<file path="config.mk">
export PLATFORM = sky130hd
export DESIGN_NAME = nf10_id_reader_flat
export DESIGN_NICKNAME = d
export VERILOG_FILES = /design/src/rtl/nf10_id_reader_pkg.sv /design/src/rtl/nf10_id_reader_if.sv /design/src/rtl/nf10_id_word_buf.sv /design/src/rtl/nf10_id_reader.sv /design/src/flat_wrapper.sv
export SDC_FILE = /design/constraint.sdc
export NUM_CORES = 1
export LEC_CHECK = 0
export CORE_MARGIN = 4
export CORE_UTILIZATION = 50
export DETAILED_ROUTE_END_ITERATION = 8
export PLACE_DENSITY_LB_ADDON = 0.05
export SYNTH_ARGS = -nofsm -noshare
export SYNTH_HDL_FRONTEND = slang
export SYNTH_SLANG_ARGS = --single-unit
</file>
<file path="constraint.sdc">
create_clock -name M_AXI_ACLK -period 5.35 [get_ports M_AXI_ACLK]
set_input_delay 0.535 -clock M_AXI_ACLK [delete_from_list [all_inputs] [get_ports M_AXI_ACLK]]
set_output_delay 0.535 -clock M_AXI_ACLK [all_outputs]
set_load 0.01 [all_outputs]
</file>
<file path="src/rtl/nf10_id_reader_pkg.sv">
// Shared types and constants for the nf10 identifier reader.
package nf10_id_reader_pkg;

    localparam int unsigned IDX_W     = 4;
    localparam int unsigned ERR_CNT_W = 5;
    localparam int unsigned WORD_W    = 32;
    localparam int unsigned BUF_DEPTH = 16;

    typedef enum logic [1:0] {
        IDLE = 2'd0,
        ADDR = 2'd1,
        DATA = 2'd2
    } state_e;

    localparam logic [1:0] RESP_OKAY   = 2'b00;
    localparam logic [1:0] RESP_SLVERR = 2'b10;
    localparam logic [1:0] RESP_DECERR = 2'b11;

    // Saturating increment for the error counter.
    function automatic logic [ERR_CNT_W-1:0] sat_inc(input logic [ERR_CNT_W-1:0] v);
        return (&v) ? v : v + ERR_CNT_W'(1);
    endfunction

endpackage

</file>
<file path="src/rtl/nf10_id_reader_if.sv">
// AXI4-Lite bus bundle between the identifier reader (master) and the interconnect.
interface nf10_id_reader_if #(
    parameter int unsigned ADDR_W = 32,
    parameter int unsigned DATA_W = 32
);
    logic [ADDR_W-1:0]   araddr;
    logic                arvalid;
    logic                arready;
    logic [DATA_W-1:0]   rdata;
    logic [1:0]          rresp;
    logic                rvalid;
    logic                rready;
    logic [ADDR_W-1:0]   awaddr;
    logic                awvalid;
    logic [DATA_W-1:0]   wdata;
    logic [DATA_W/8-1:0] wstrb;
    logic                wvalid;
    logic                bready;

    modport master (
        output araddr, arvalid, rready, awaddr, awvalid, wdata, wstrb, wvalid, bready,
        input  arready, rdata, rresp, rvalid
    );

    modport slave (
        input  araddr, arvalid, rready, awaddr, awvalid, wdata, wstrb, wvalid, bready,
        output arready, rdata, rresp, rvalid
    );
endinterface

</file>
<file path="src/rtl/nf10_id_word_buf.sv">
// 16x32 capture buffer: synchronous write, asynchronous read. Contents are not reset.
module nf10_id_word_buf
    import nf10_id_reader_pkg::*;
(
    input  logic              clk,
    input  logic              we,
    input  logic [IDX_W-1:0]  waddr,
    input  logic [WORD_W-1:0] wdata,
    input  logic [IDX_W-1:0]  raddr,
    output logic [WORD_W-1:0] rdata_c
);

    logic [WORD_W-1:0] mem [BUF_DEPTH];

    always_ff @(posedge clk) begin
        if (we) begin
            mem[waddr] <= wdata;
        end
    end

    assign rdata_c = mem[raddr];

endmodule

</file>
<file path="src/rtl/nf10_id_reader.sv">
// AXI4-Lite read master fetching C_NUM_WORDS identifier words into a local buffer.
// Optional watchdog abort of stalled transactions: define NF10_ID_READER_TIMEOUT_EN.
module nf10_id_reader
    import nf10_id_reader_pkg::*;
#(
    parameter int unsigned                   C_M_AXI_ADDR_WIDTH = 32,
    parameter int unsigned                   C_M_AXI_DATA_WIDTH = 32,
    parameter logic [C_M_AXI_ADDR_WIDTH-1:0] C_ID_BASEADDR      = '0,
    parameter int unsigned                   C_NUM_WORDS        = 16,
    parameter int unsigned                   C_TIMEOUT_CYCLES   = 1024
) (
    input  logic                 M_AXI_ACLK,
    input  logic                 M_AXI_ARESETN,
    input  logic                 start,
    output logic                 busy,
    output logic                 done,
    output logic                 valid,
    output logic                 error,
    output logic [ERR_CNT_W-1:0] err_count,
    input  logic [IDX_W-1:0]     rd_idx,
    output logic [WORD_W-1:0]    rd_word,
`ifdef NF10_ID_READER_TIMEOUT_EN
    output logic                 timeout,
`endif
    nf10_id_reader_if.master     m_axi
);

    localparam logic [IDX_W-1:0] LAST_IDX = IDX_W'(C_NUM_WORDS - 1);

    if (C_M_AXI_DATA_WIDTH != WORD_W) begin : g_bad_data_width
        $error("nf10_id_reader: only 32-bit data is supported");
    end
    if (C_NUM_WORDS < 1 || C_NUM_WORDS > BUF_DEPTH) begin : g_bad_num_words
        $error("nf10_id_reader: C_NUM_WORDS must be 1..16");
    end
    if (C_TIMEOUT_CYCLES < 2 || C_TIMEOUT_CYCLES > 65536) begin : g_bad_timeout
        $error("nf10_id_reader: C_TIMEOUT_CYCLES must fit the 16-bit watchdog");
    end

    function automatic logic [C_M_AXI_ADDR_WIDTH-1:0] word_addr(input logic [IDX_W-1:0] idx);
        return C_ID_BASEADDR + C_M_AXI_ADDR_WIDTH'({idx, 2'b00});
    endfunction

    state_e                        state_q, state_d;
    logic [IDX_W-1:0]              cnt_q, cnt_d;
    logic [C_M_AXI_ADDR_WIDTH-1:0] araddr_q, araddr_d;
    logic                          arvalid_q, arvalid_d;
    logic                          rready_q, rready_d;
    logic                          busy_q, busy_d;
    logic                          done_q, done_d;
    logic                          valid_q, valid_d;
    logic                          error_q, error_d;
    logic [ERR_CNT_W-1:0]          err_cnt_q, err_cnt_d;
    logic                          buf_we_c;
    logic                          resp_err_c;
    logic [IDX_W-1:0]              cnt_inc_c;

`ifdef NF10_ID_READER_TIMEOUT_EN
    localparam int unsigned        WDOG_W    = 16;
    localparam logic [WDOG_W-1:0]  WDOG_LAST = WDOG_W'(C_TIMEOUT_CYCLES - 1);
    logic [WDOG_W-1:0]             wdog_q, wdog_d;
    logic                          timeout_q, timeout_d;
    logic                          wdog_trip_c;
`endif

    // Next-state and next-output logic; start is only honoured in IDLE outside the done cycle.
    always_comb begin
        state_d    = state_q;
        cnt_d      = cnt_q;
        araddr_d   = araddr_q;
        arvalid_d  = arvalid_q;
        rready_d   = rready_q;
        busy_d     = busy_q;
        done_d     = 1'b0;
        valid_d    = valid_q;
        error_d    = error_q;
        err_cnt_d  = err_cnt_q;
        buf_we_c   = 1'b0;
        resp_err_c = (m_axi.rresp != RESP_OKAY);
        cnt_inc_c  = cnt_q + IDX_W'(1);
`ifdef NF10_ID_READER_TIMEOUT_EN
        timeout_d   = timeout_q;
        wdog_d      = (state_q == IDLE) ? wdog_q : wdog_q + WDOG_W'(1);
        wdog_trip_c = (state_q != IDLE) && (wdog_q >= WDOG_LAST);
`endif

        case (state_q)
            IDLE: begin
                if (start && !done_q) begin
                    state_d   = ADDR;
                    cnt_d     = '0;
                    araddr_d  = word_addr('0);
                    arvalid_d = 1'b1;
                    busy_d    = 1'b1;
                    valid_d   = 1'b0;
                    error_d   = 1'b0;
                    err_cnt_d = '0;
`ifdef NF10_ID_READER_TIMEOUT_EN
                    timeout_d = 1'b0;
                    wdog_d    = '0;
`endif
                end
            end
            ADDR: begin
                if (m_axi.arready) begin
                    state_d   = DATA;
                    arvalid_d = 1'b0;
                    rready_d  = 1'b1;
                end
            end
            DATA: begin
                if (m_axi.rvalid) begin
                    buf_we_c = 1'b1;
                    rready_d = 1'b0;
                    if (resp_err_c) begin
                        error_d   = 1'b1;
                        err_cnt_d = sat_inc(err_cnt_q);
                    end
                    if (cnt_q == LAST_IDX) begin
                        state_d = IDLE;
                        busy_d  = 1'b0;
                        done_d  = 1'b1;
                        valid_d = !(error_q || resp_err_c);
                    end else begin
                        state_d   = ADDR;
                        cnt_d     = cnt_inc_c;
                        araddr_d  = word_addr(cnt_inc_c);
                        arvalid_d = 1'b1;
`ifdef NF10_ID_READER_TIMEOUT_EN
                        wdog_d    = '0;
`endif
                    end
                end
            end
            default: begin
                state_d = IDLE;
            end
        endcase

`ifdef NF10_ID_READER_TIMEOUT_EN
        // A completing handshake wins over the watchdog in the same cycle.
        if (wdog_trip_c && (state_d == state_q)) begin
            state_d   = IDLE;
            arvalid_d = 1'b0;
            rready_d  = 1'b0;
            busy_d    = 1'b0;
            done_d    = 1'b1;
            valid_d   = 1'b0;
            error_d   = 1'b1;
            timeout_d = 1'b1;
        end
`endif
    end

    always_ff @(posedge M_AXI_ACLK or negedge M_AXI_ARESETN) begin
        if (!M_AXI_ARESETN) begin
            state_q   <= IDLE;
            cnt_q     <= '0;
            araddr_q  <= '0;
            arvalid_q <= 1'b0;
            rready_q  <= 1'b0;
            busy_q    <= 1'b0;
            done_q    <= 1'b0;
            valid_q   <= 1'b0;
            error_q   <= 1'b0;
            err_cnt_q <= '0;
`ifdef NF10_ID_READER_TIMEOUT_EN
            wdog_q    <= '0;
            timeout_q <= 1'b0;
`endif
        end else begin
            state_q   <= state_d;
            cnt_q     <= cnt_d;
            araddr_q  <= araddr_d;
            arvalid_q <= arvalid_d;
            rready_q  <= rready_d;
            busy_q    <= busy_d;
            done_q    <= done_d;
            valid_q   <= valid_d;
            error_q   <= error_d;
            err_cnt_q <= err_cnt_d;
`ifdef NF10_ID_READER_TIMEOUT_EN
            wdog_q    <= wdog_d;
            timeout_q <= timeout_d;
`endif
        end
    end

    nf10_id_word_buf u_word_buf (
        .clk     (M_AXI_ACLK),
        .we      (buf_we_c),
        .waddr   (cnt_q),
        .wdata   (m_axi.rdata),
        .raddr   (rd_idx),
        .rdata_c (rd_word)
    );

    assign busy      = busy_q;
    assign done      = done_q;
    assign valid     = valid_q;
    assign error     = error_q;
    assign err_count = err_cnt_q;
`ifdef NF10_ID_READER_TIMEOUT_EN
    assign timeout   = timeout_q;
`endif

    assign m_axi.araddr  = araddr_q;
    assign m_axi.arvalid = arvalid_q;
    assign m_axi.rready  = rready_q;
    assign m_axi.awaddr  = '0;
    assign m_axi.awvalid = 1'b0;
    assign m_axi.wdata   = '0;
    assign m_axi.wstrb   = '0;
    assign m_axi.wvalid  = 1'b0;
    assign m_axi.bready  = 1'b1;

endmodule
</file>
<file path="src/flat_wrapper.sv">
// flat-port wrapper written by rule: the top's interface ports become plain ports
module nf10_id_reader_flat import nf10_id_reader_pkg::*;
#(
    parameter int unsigned                   C_M_AXI_ADDR_WIDTH = 32,
    parameter int unsigned                   C_M_AXI_DATA_WIDTH = 32,
    parameter logic [C_M_AXI_ADDR_WIDTH-1:0] C_ID_BASEADDR      = '0,
    parameter int unsigned                   C_NUM_WORDS        = 16,
    parameter int unsigned                   C_TIMEOUT_CYCLES   = 1024
)
  (M_AXI_ACLK, M_AXI_ARESETN, start, busy, done, valid, error, err_count, rd_idx, rd_word, m_axi_araddr, m_axi_arvalid, m_axi_rready, m_axi_awaddr, m_axi_awvalid, m_axi_wdata, m_axi_wstrb, m_axi_wvalid, m_axi_bready, m_axi_arready, m_axi_rdata, m_axi_rresp, m_axi_rvalid);
  nf10_id_reader_if m_axi_i ();
  input  logic M_AXI_ACLK;
  input  logic M_AXI_ARESETN;
  input  logic start;
  output logic busy;
  output logic done;
  output logic valid;
  output logic error;
  output logic [ERR_CNT_W-1:0] err_count;
  input  logic [IDX_W-1:0] rd_idx;
  output logic [WORD_W-1:0] rd_word;
  output wire logic [$bits(m_axi_i.araddr)-1:0] m_axi_araddr;
  output wire logic [$bits(m_axi_i.arvalid)-1:0] m_axi_arvalid;
  output wire logic [$bits(m_axi_i.rready)-1:0] m_axi_rready;
  output wire logic [$bits(m_axi_i.awaddr)-1:0] m_axi_awaddr;
  output wire logic [$bits(m_axi_i.awvalid)-1:0] m_axi_awvalid;
  output wire logic [$bits(m_axi_i.wdata)-1:0] m_axi_wdata;
  output wire logic [$bits(m_axi_i.wstrb)-1:0] m_axi_wstrb;
  output wire logic [$bits(m_axi_i.wvalid)-1:0] m_axi_wvalid;
  output wire logic [$bits(m_axi_i.bready)-1:0] m_axi_bready;
  input wire logic [$bits(m_axi_i.arready)-1:0] m_axi_arready;
  input wire logic [$bits(m_axi_i.rdata)-1:0] m_axi_rdata;
  input wire logic [$bits(m_axi_i.rresp)-1:0] m_axi_rresp;
  input wire logic [$bits(m_axi_i.rvalid)-1:0] m_axi_rvalid;
  assign m_axi_araddr = m_axi_i.araddr;
  assign m_axi_arvalid = m_axi_i.arvalid;
  assign m_axi_rready = m_axi_i.rready;
  assign m_axi_awaddr = m_axi_i.awaddr;
  assign m_axi_awvalid = m_axi_i.awvalid;
  assign m_axi_wdata = m_axi_i.wdata;
  assign m_axi_wstrb = m_axi_i.wstrb;
  assign m_axi_wvalid = m_axi_i.wvalid;
  assign m_axi_bready = m_axi_i.bready;
  assign m_axi_i.arready = m_axi_arready;
  assign m_axi_i.rdata = m_axi_rdata;
  assign m_axi_i.rresp = m_axi_rresp;
  assign m_axi_i.rvalid = m_axi_rvalid;
  nf10_id_reader #(.C_M_AXI_ADDR_WIDTH(C_M_AXI_ADDR_WIDTH), .C_M_AXI_DATA_WIDTH(C_M_AXI_DATA_WIDTH), .C_ID_BASEADDR(C_ID_BASEADDR), .C_NUM_WORDS(C_NUM_WORDS), .C_TIMEOUT_CYCLES(C_TIMEOUT_CYCLES)) u_core (.M_AXI_ACLK(M_AXI_ACLK), .M_AXI_ARESETN(M_AXI_ARESETN), .start(start), .busy(busy), .done(done), .valid(valid), .error(error), .err_count(err_count), .rd_idx(rd_idx), .rd_word(rd_word), .m_axi(m_axi_i));
endmodule
</file>
## After elaboration in Yosys (flattened, before gate mapping)

Memory sizes are Yosys's and may differ from the RTL's.
Cells that the tools add are included.

| word-level totals | value |
|---|---|
| register bits | 49 |
| latch bits | 0 |
| bits in writable memories | 512 |
| memory bits (read-only) | 0 |
| input port bits | 43 |
| output and inout bits | 146 |
| word-level logic and storage cells | 83 |
| memories kept | 1 |

Memories:

| name | words | width | rd ports | clocked after memory_dff | wr ports | RTL line | RTL |
|---|---|---|---|---|---|---|---|
| u_core.u_word_buf.mem | 16 | 32 | 1 | 0 | 1 | nf10_id_word_buf.sv:13 | `logic [WORD_W-1:0] mem [BUF_DEPTH];` |

| cells by class | value |
|---|---|
| add/sub/neg operators | 2 |
| multipliers | 0 |
| divide/modulo/power cells | 0 |
| magnitude comparators | 0 |
| equal/unequal tests | 10 |
| shifts and indexed selects | 0 |
| muxes and demuxes | 43 |
| bitwise operators | 0 |
| reductions and logical operators | 17 |

Operators with widths:

| operator | number |
|---|---|
| $mux W32 | 3 |
| $pmux W32 S2 | 1 |
| $mux W1 | 21 |
| $mux W5 | 4 |
| $reduce_and A5 Y1 | 3 |
| $mux W4 | 3 |
| $reduce_and A4 Y1 | 3 |
| $pmux W5 S2 | 1 |
| $ne A2 B2 Y1 const B | 4 |
| $pmux W1 S2 | 4 |
| $pmux W4 S2 | 1 |
| $mux W2 | 3 |
| $ne A2 B1 Y1 const B | 3 |
| $pmux W2 S3 | 1 |
| $reduce_and A3 Y1 | 2 |
| $reduce_bool A2 Y1 | 3 |
| $add A5 B1 Y5 const B | 1 |
| $add A4 B1 Y4 const B | 1 |
| $eq A4 B4 Y1 const B | 1 |
| $pmux W1 S3 | 1 |
| $reduce_bool A3 Y1 | 1 |
| $eq A2 B1 Y1 const B | 1 |
| $eq A2 B2 Y1 const B | 1 |
| $logic_not A1 Y1 | 2 |
| other kinds (3) | 3 |

## Longest topological paths before layout

Gate-level depths: netlist (run 1).

| depth | value |
|---|---|
| depth in word-level cells | 6 |
| depth in mapped cells | 7 |
| depth with buffers taken out | 7 |

## Hierarchy

Synthesis (run 1) repeated with hierarchy kept, for this count alone.

| unflattened totals | value |
|---|---|
| cell total of the unflattened synthesis | 997 |
| area total of the unflattened synthesis | 20873.8 um^2 |

Modules (own cells, without submodules):

| module | instances | cells an instance | area an instance (um^2) | seq. area each (um^2) |
|---|---|---|---|---|
| nf10_id_word_buf | 1 | 806 | 19194.7 | 15374.7 |
| nf10_id_reader | 1 | 191 | 1679.1 | 425.4 |

## Worst setup path before layout (run 1)

Ideal clock, no wire load.

| path | value |
|---|---|
| path kind | input to register |
| start | input port m_axi_rvalid |
| end | memory u_core.u_word_buf.mem[2][0], enable pin |
| setup time | 0.461 ns |
| arrival | 3.280 ns |
| data required time | 4.889 ns |
| slack | 1.609 ns |
| stages on the path | 4 |
| buffers on the path | 0 |
| cell sequence | nand2_1 > nor2_1 > nand2_1 > nor3_1 |

| on the way | value |
|---|---|
| word-level cells in the longest chain between the ends | 4 |

Ends and longest elaborated chain:

| what | RTL line | RTL |
|---|---|---|
| start, declared | flat_wrapper.sv:34 | `input wire logic [$bits(m_axi_i.rvalid)-1:0] m_axi_rvalid;` |
| $mux W1 | nf10_id_reader.sv:112 | `if (m_axi.rvalid) begin` |
| $mux W1 | nf10_id_reader.sv:87 | `case (state_q)` |
| $mux W1 | nf10_id_word_buf.sv:16 | `if (we) begin` |
| $mux W1 (not written as such) | nf10_id_word_buf.sv:17 | `mem[waddr] <= wdata;` |
| end, declared | nf10_id_word_buf.sv:13 |  |

No other way between the ends.

## Worst setup path after layout (run 1)

| path | value |
|---|---|
| start | input port rd_idx[3] |
| end | output port rd_word[2] |

| on the way | value |
|---|---|
| word-level cells in the longest chain between the ends | 1 |

Ends and longest elaborated chain:

| what | RTL line | RTL |
|---|---|---|
| start, declared | flat_wrapper.sv:20 | `input logic [IDX_W-1:0] rd_idx;` |
| $mem_v2 Z16 W32 | -- |  |
| end, declared | flat_wrapper.sv:21 | `output logic [WORD_W-1:0] rd_word;` |

No other way between the ends.

==> impl_metrics.toml, run 1 <==
[power]
ir_drop_mv = 0.268
powerDensity_nw_per_um2 = 381
p_leak_nw = 7.86
power_mw = 9.12

[floorplanning]
die_w_um = 212
dieArea_um2 = 44900
io_pins = 189
design.core.area_um2 = 40900
start_util_pct = 50.8
rows = 74
die_y_um = 212

[sta]
layout_worst_path_cycle_share_pct = 67.1
clock_skew_ns = 0.0201
setup_viol_count_final = 0
final_max_slew_viol_count = 0
relSlewSlack_pct = 30.4
hold_viol = 0
fin_tns_setup_ns = 0
timing.fmax_mhz = 279
rsz0062_at_grt = "false"
tightest_slew_ns = 1.04
hold_slack_ns = 0.404
fin_ws_ns = 1.76
fin_crit_ns = 3.59

[worst_setup_path]
crit_path_max_fanout = 19
cp_data_arrival_time_ns = 3.06
path_class = "input port to output port"
required_ns = 4.82
worstSetupStartpointType = "input port"
cp-end-kind = "output port"

[logic_synthesis]
yosys.area_share.adder_pct = 0.361
ys.flop_type = "edfxtp_1"
synth_compound_area_share_pct = 3.31
synth_cell_types = 36
syn_inst = 992
async_reset_ff_share_pct = 3.21
synthMuxAreaShare_pct = 13.9
synth_top_family_by_area = "multiplexers"
yosysTopAreaCell = "edfxtp_1"
synth_edf_count = 512
syn_area_per_cell_um2 = 21.0
ys_ff_latch = 529
yosys_warnings = 0
ys_seq_area_share_pct = 76.0
synth_xor_area_share_pct = 0
synth_simple_gate_area_share_pct = 1.66
ys_top_cells_by_area = "edfxtp_1 74%, mux4_2 14%, buf_4 3.9%"
yosysTopAreaCellShare_pct = 74.0
netlist_area_um2 = 20800

[cts]
path_clk_slew_ns = 0.06
hold_buffers = 0
cts_resized = 0
cts_tree = "yes"
clock_latency_ns = 0.59
root_buffer = "clkbuf_16"
clk_path_buf_depth = 3
htreeDepth = 2
cts_buffers = 53
cts_post_setup_buffers_inserted = 0
cts.sinks = 529

[cells_and_area]
fin_area_um2 = 23900
antenna_cells = 0
drive_above_1_share_pct = 22.8
area_growth_pct = 15.0
final_cell_mix = "512 x edfxtp_1, 128 x mux4_2, 99 x conb_1, 87 x clkdlybuf4s50_1, 64 x a22oi_1"
layout_commonest_cell = "edfxtp_1"
fill_cells = 3015
nets = 1165
final_cells = 1689
finish.utilization_pct = 58.4

[placement]
gp_congestion = 0.722
numPortBuffers = 89
placed_cells_incl_taps = 1593
pre_cts_slack_ns = 1.73
placedInstanceArea_um2 = 22100
place_hpwl_um = 24100

[routing]
drt_wl_total_um = 43500
vias = 9599
first_pass_iters = 5
postRouteAntennaNets = 0
wire_per_inst_um = 25.7
drc = 0
vias_per_cell = 5.68
first_iter_violations = 732

[global_route]
grt_first_pass_wirelength_um = 64800
grt_max_degree = 55
gr-total-overflow = 0
antenna_found_initial = 1
track_usage_pct = 19.6
first_global_vias = 9839

[flow_run]
cap_violations = 0

[outcome]
status = "finished, final reports clean"

[min_path]
hold_path_class = "input port to asynchronous set/reset pin"
## critical path, cell delays in order
cell and delay [ns]:
clkdlybuf4s50_1 0.62, nor2b_4 0.63, buf_4 0.40, a22oi_1 0.15
nand2_1 0.14, clkdlybuf4s50_1 0.55
## Yosys cell counts (all sizes together), types with 2 or more instances
cell	number
clkbuf	19
o21ai	12
buf	126
nor3	4
nand3	4
nand2	42
nor2b	3
and3	4
ha	6
a22o	2
a21oi	10
edfxtp	512
nor2	15
a22oi	64
inv	6
nand2b	3
mux4	128
dfrtp	17
conb	2
## final timing paths
check	from	end	slack, ns	cells past startpoint
min reg2reg	u_core.m_axi.rready	u_core.m_axi.rready	0.49	2
min in group M_AXI_ACLK	u_core.m_axi.rready	u_core.m_axi.rready	0.49	2
max	rd_idx[3]	rd_word[2]	1.76	6
min	M_AXI_ARESETN	u_core.done	0.40	1
max reg2reg	u_core.state_q[1]	u_core.u_word_buf.mem[12][25]	2.59	5
max in group asynchronous	M_AXI_ARESETN	u_core.cnt_q[2]	4.46	1
## registers in the layout, summed over array words and instances, names as in the netlist
signal	count
u_core.u_word_buf.mem	512
u_core.err_count	5
u_core.cnt_q	4
u_core.state_q	2
u_core.busy	1
u_core.done	1
u_core.error	1
u_core.m_axi.arvalid	1
u_core.m_axi.rready	1
u_core.valid	1
## area by class of cell
cell class	count	area, µm²	share of cell area, %
Sequential cell	529	15800	66.1
Clock inverter	33	362	1.51
Timing Repair Buffer	117	1160	4.83
Inverter	6	22.5	0.0942
Tap cell	532	666	2.78
Multi-Input combinational cell	409	4500	18.8
Clock buffer	63	1410	5.88
## power breakdown
part,leakage (nW),switching [mW],internal [mW],total (mW)
clock,0.876,1.49,2.25,3.74
combinational,2.16,0.392,0.292,0.684
sequential,4.82,0.0581,4.63,4.69
total,7.86,1.94,7.18,9.12
## kinds of logic (layout without fill, tap and decap cells)
group                    after synthesis  count (layout)
buffers and inverters                151             219
multiplexers                         129             129
adder cells (fa/ha/maj)                6               6
flip-flops                           529             529
other                                  2              99
AO/OA/AOI/OAI                         96              96
AND/OR/NAND/NOR                       79              79
## per-layer routing
layer / share of wire (%) / vias to the layer above / track usage (%)
met5: 0.028 / - / 0
met4: 1.3 / 2 / 3.82
met3: 4.8 / 46 / 3.57
met2: 51 / 277 / 33.1
met1: 42 / 5134 / 27.5
li1: - / 4140 / -
Note: power is estimated with default switching activity, not from simulation.
==> inputs of run 2 (changes only) <==
==> constraint.sdc (replaced) <==
create_clock -name M_AXI_ACLK -period 3.8 [get_ports M_AXI_ACLK]
set_input_delay 0.38 -clock M_AXI_ACLK [delete_from_list [all_inputs] [get_ports M_AXI_ACLK]]
set_output_delay 0.38 -clock M_AXI_ACLK [all_outputs]
set_load 0.01 [all_outputs]
==> impl_metrics.toml, run 2 (synthesis gave the netlist of run 1 again) <==
[outcome]
status = "finished, final reports clean"

[cts]
root_buffer = "clkbuf_16"
path_clk_slew_ns = 0.06
cts_post_setup_buffers_inserted = 0
cts_tree = "yes"
hold_buffers = 0
cts.sinks = 529
clock_latency_ns = 0.58
cts_resized = 0
clk_path_buf_depth = 3
htreeDepth = 2
cts_buffers = 54

[power]
clkPwrFrac_pct = 38.9
internal_power_mw = 9.74
p_switching_mw = 2.67
powerDensity_nw_per_um2 = 518
combPwrFrac_pct = 7.8
seqPwrFrac_pct = 53.2
swShare_pct = 21.5
p_leak_nw = 7.83
ir_drop_mv = 0.425

[worst_setup_path]
ff2ff_path_depth = 5
cp-end-kind = "output port"
slowest_stage = "clkdlybuf4s50_1"
cp_common_cell = "clkdlybuf4s50_1"
cp_data_arrival_time_ns = 2.61
crit_chain = "clkdlybuf4s50_1 -> nor2b_4 -> buf_4 -> a22oi_1 -> nand2_1 -> clkdlybuf4s50_1"
crit_family = "buffers and inverters"
worstPathBufferInverterCount = 3
crit_path_max_fanout = 18
cp_slowest_stage_delay_ns = 0.61
path_class = "input port to output port"
required_ns = 3.42
path_depth = 6
worstSetupStartpointType = "input port"

[routing]
wire_per_inst_um = 25.7
first_iter_violations = 688
vias = 9592
drc = 0
drt_wl_total_um = 43600
vias_per_cell = 5.65
first_pass_iters = 5
postRouteAntennaNets = 0

[placement]
numPortBuffers = 89
pre_cts_slack_ns = 0.773
gp_congestion = 0.705
placedInstanceArea_um2 = 22300
place_hpwl_um = 23800

[cells_and_area]
nets = 1175
finish.utilization_pct = 58.5
antenna_cells = 0
max_flop_register = "u_core.u_word_buf.mem"
drive_above_1_share_pct = 22.1
final_cell_mix = "512 x edfxtp_1, 128 x mux4_2, 99 x conb_1, 87 x clkdlybuf4s50_1, 64 x a22oi_1"
fin_area_um2 = 23900
largest_reg_flops = 512
area_growth_pct = 15.1
layout_commonest_cell = "edfxtp_1"

[sta]
tightest_slew_ns = 0.802
timing.fmax_mhz = 334
hold_viol = 0
clock_skew_ns = 0.0136
fin_tns_setup_ns = 0
fin_crit_ns = 2.99
final_max_slew_viol_count = 0
layout_worst_path_cycle_share_pct = 78.8
fin_ws_ns = 0.806
rsz0062_at_grt = "false"
setup_viol_count_final = 0
relSlewSlack_pct = 46.4

[floorplanning]
rows = 74
start_util_pct = 50.8
die_w_um = 212
design.core.area_um2 = 40900
dieArea_um2 = 44900
die_y_um = 212
io_pins = 189

[global_route]
gr-total-overflow = 0
first_global_vias = 10100
antenna_found_initial = 1
track_usage_pct = 19.7
grt_max_degree = 47
grt_first_pass_wirelength_um = 65200

[flow_run]
cap_violations = 0

[min_path]
hold_path_class = "input port to asynchronous set/reset pin"
## run 2: layout make-up
| class | instances | area [µm²] |
|---|---|---|
| Clock buffer | 77 | 1500 |
| Clock inverter | 19 | 111 |
| Fill cell | 3050 | 17000 |
| Inverter | 6 | 22.5 |
| Multi-Input combinational cell | 409 | 4500 |
| Sequential cell | 529 | 15800 |
| Tap cell | 532 | 666 |
| Timing Repair Buffer | 126 | 1320 |
## run 2: worst register-to-register path: cells and delay by family (launching register included)
kind / cells / cell delay, ns
flops: 1 / 0.42
simple gates: 4 / 0.98
buf+inv: 1 / 0.52
## run 2: path summary, 6_finish.rpt
kind	startpoint	end	slack [ns]
max	rd_idx[3]	rd_word[0]	0.81
min	M_AXI_ARESETN	u_core.err_count[1]	0.26
max reg2reg	u_core.state_q[1]	u_core.u_word_buf.mem[6][23]	1.49
min reg2reg	u_core.error	u_core.valid	0.49
max in group asynchronous	M_AXI_ARESETN	u_core.cnt_q[2]	3.03
min in group M_AXI_ACLK	m_axi_rresp[0]	u_core.valid	0.48
## run 2: per-layer routing
metal | vias up | part of all wire [%] | global-route usage (%)
met5 | - | 0.041 | 0
met4 | 2 | 1.3 | 4.26
met3 | 48 | 5.0 | 3.16
met2 | 265 | 51 | 32.9
met1 | 5130 | 43 | 28.0
li1 | 4147 | - | -
## run 2: per-stage QoR
step / instances / hold slack, ns / power, mW
after floorplan: 1089 / 0.0844 / 7.32
after global placement: 1602 / 0.481 / 7.70
after detailed placement: 1602 / 0.487 / 7.71
after CTS: 1698 / 0.268 / 12.6
after global routing: 1698 / 0.317 / 12.9
final: 1698 / 0.263 / 12.4
## run 2: power groups by stage
stage          Clock, mW  Sequential [mW]  Combinational (mW)
6_report            4.83             6.60               0.972
5_1_grt             5.24             6.61                1.07
4_1_cts             4.97             6.60               0.992
3_5_place_dp           0             6.72               0.988
3_3_place_gp           0             6.72               0.984
2_1_floorplan          0             6.71               0.610
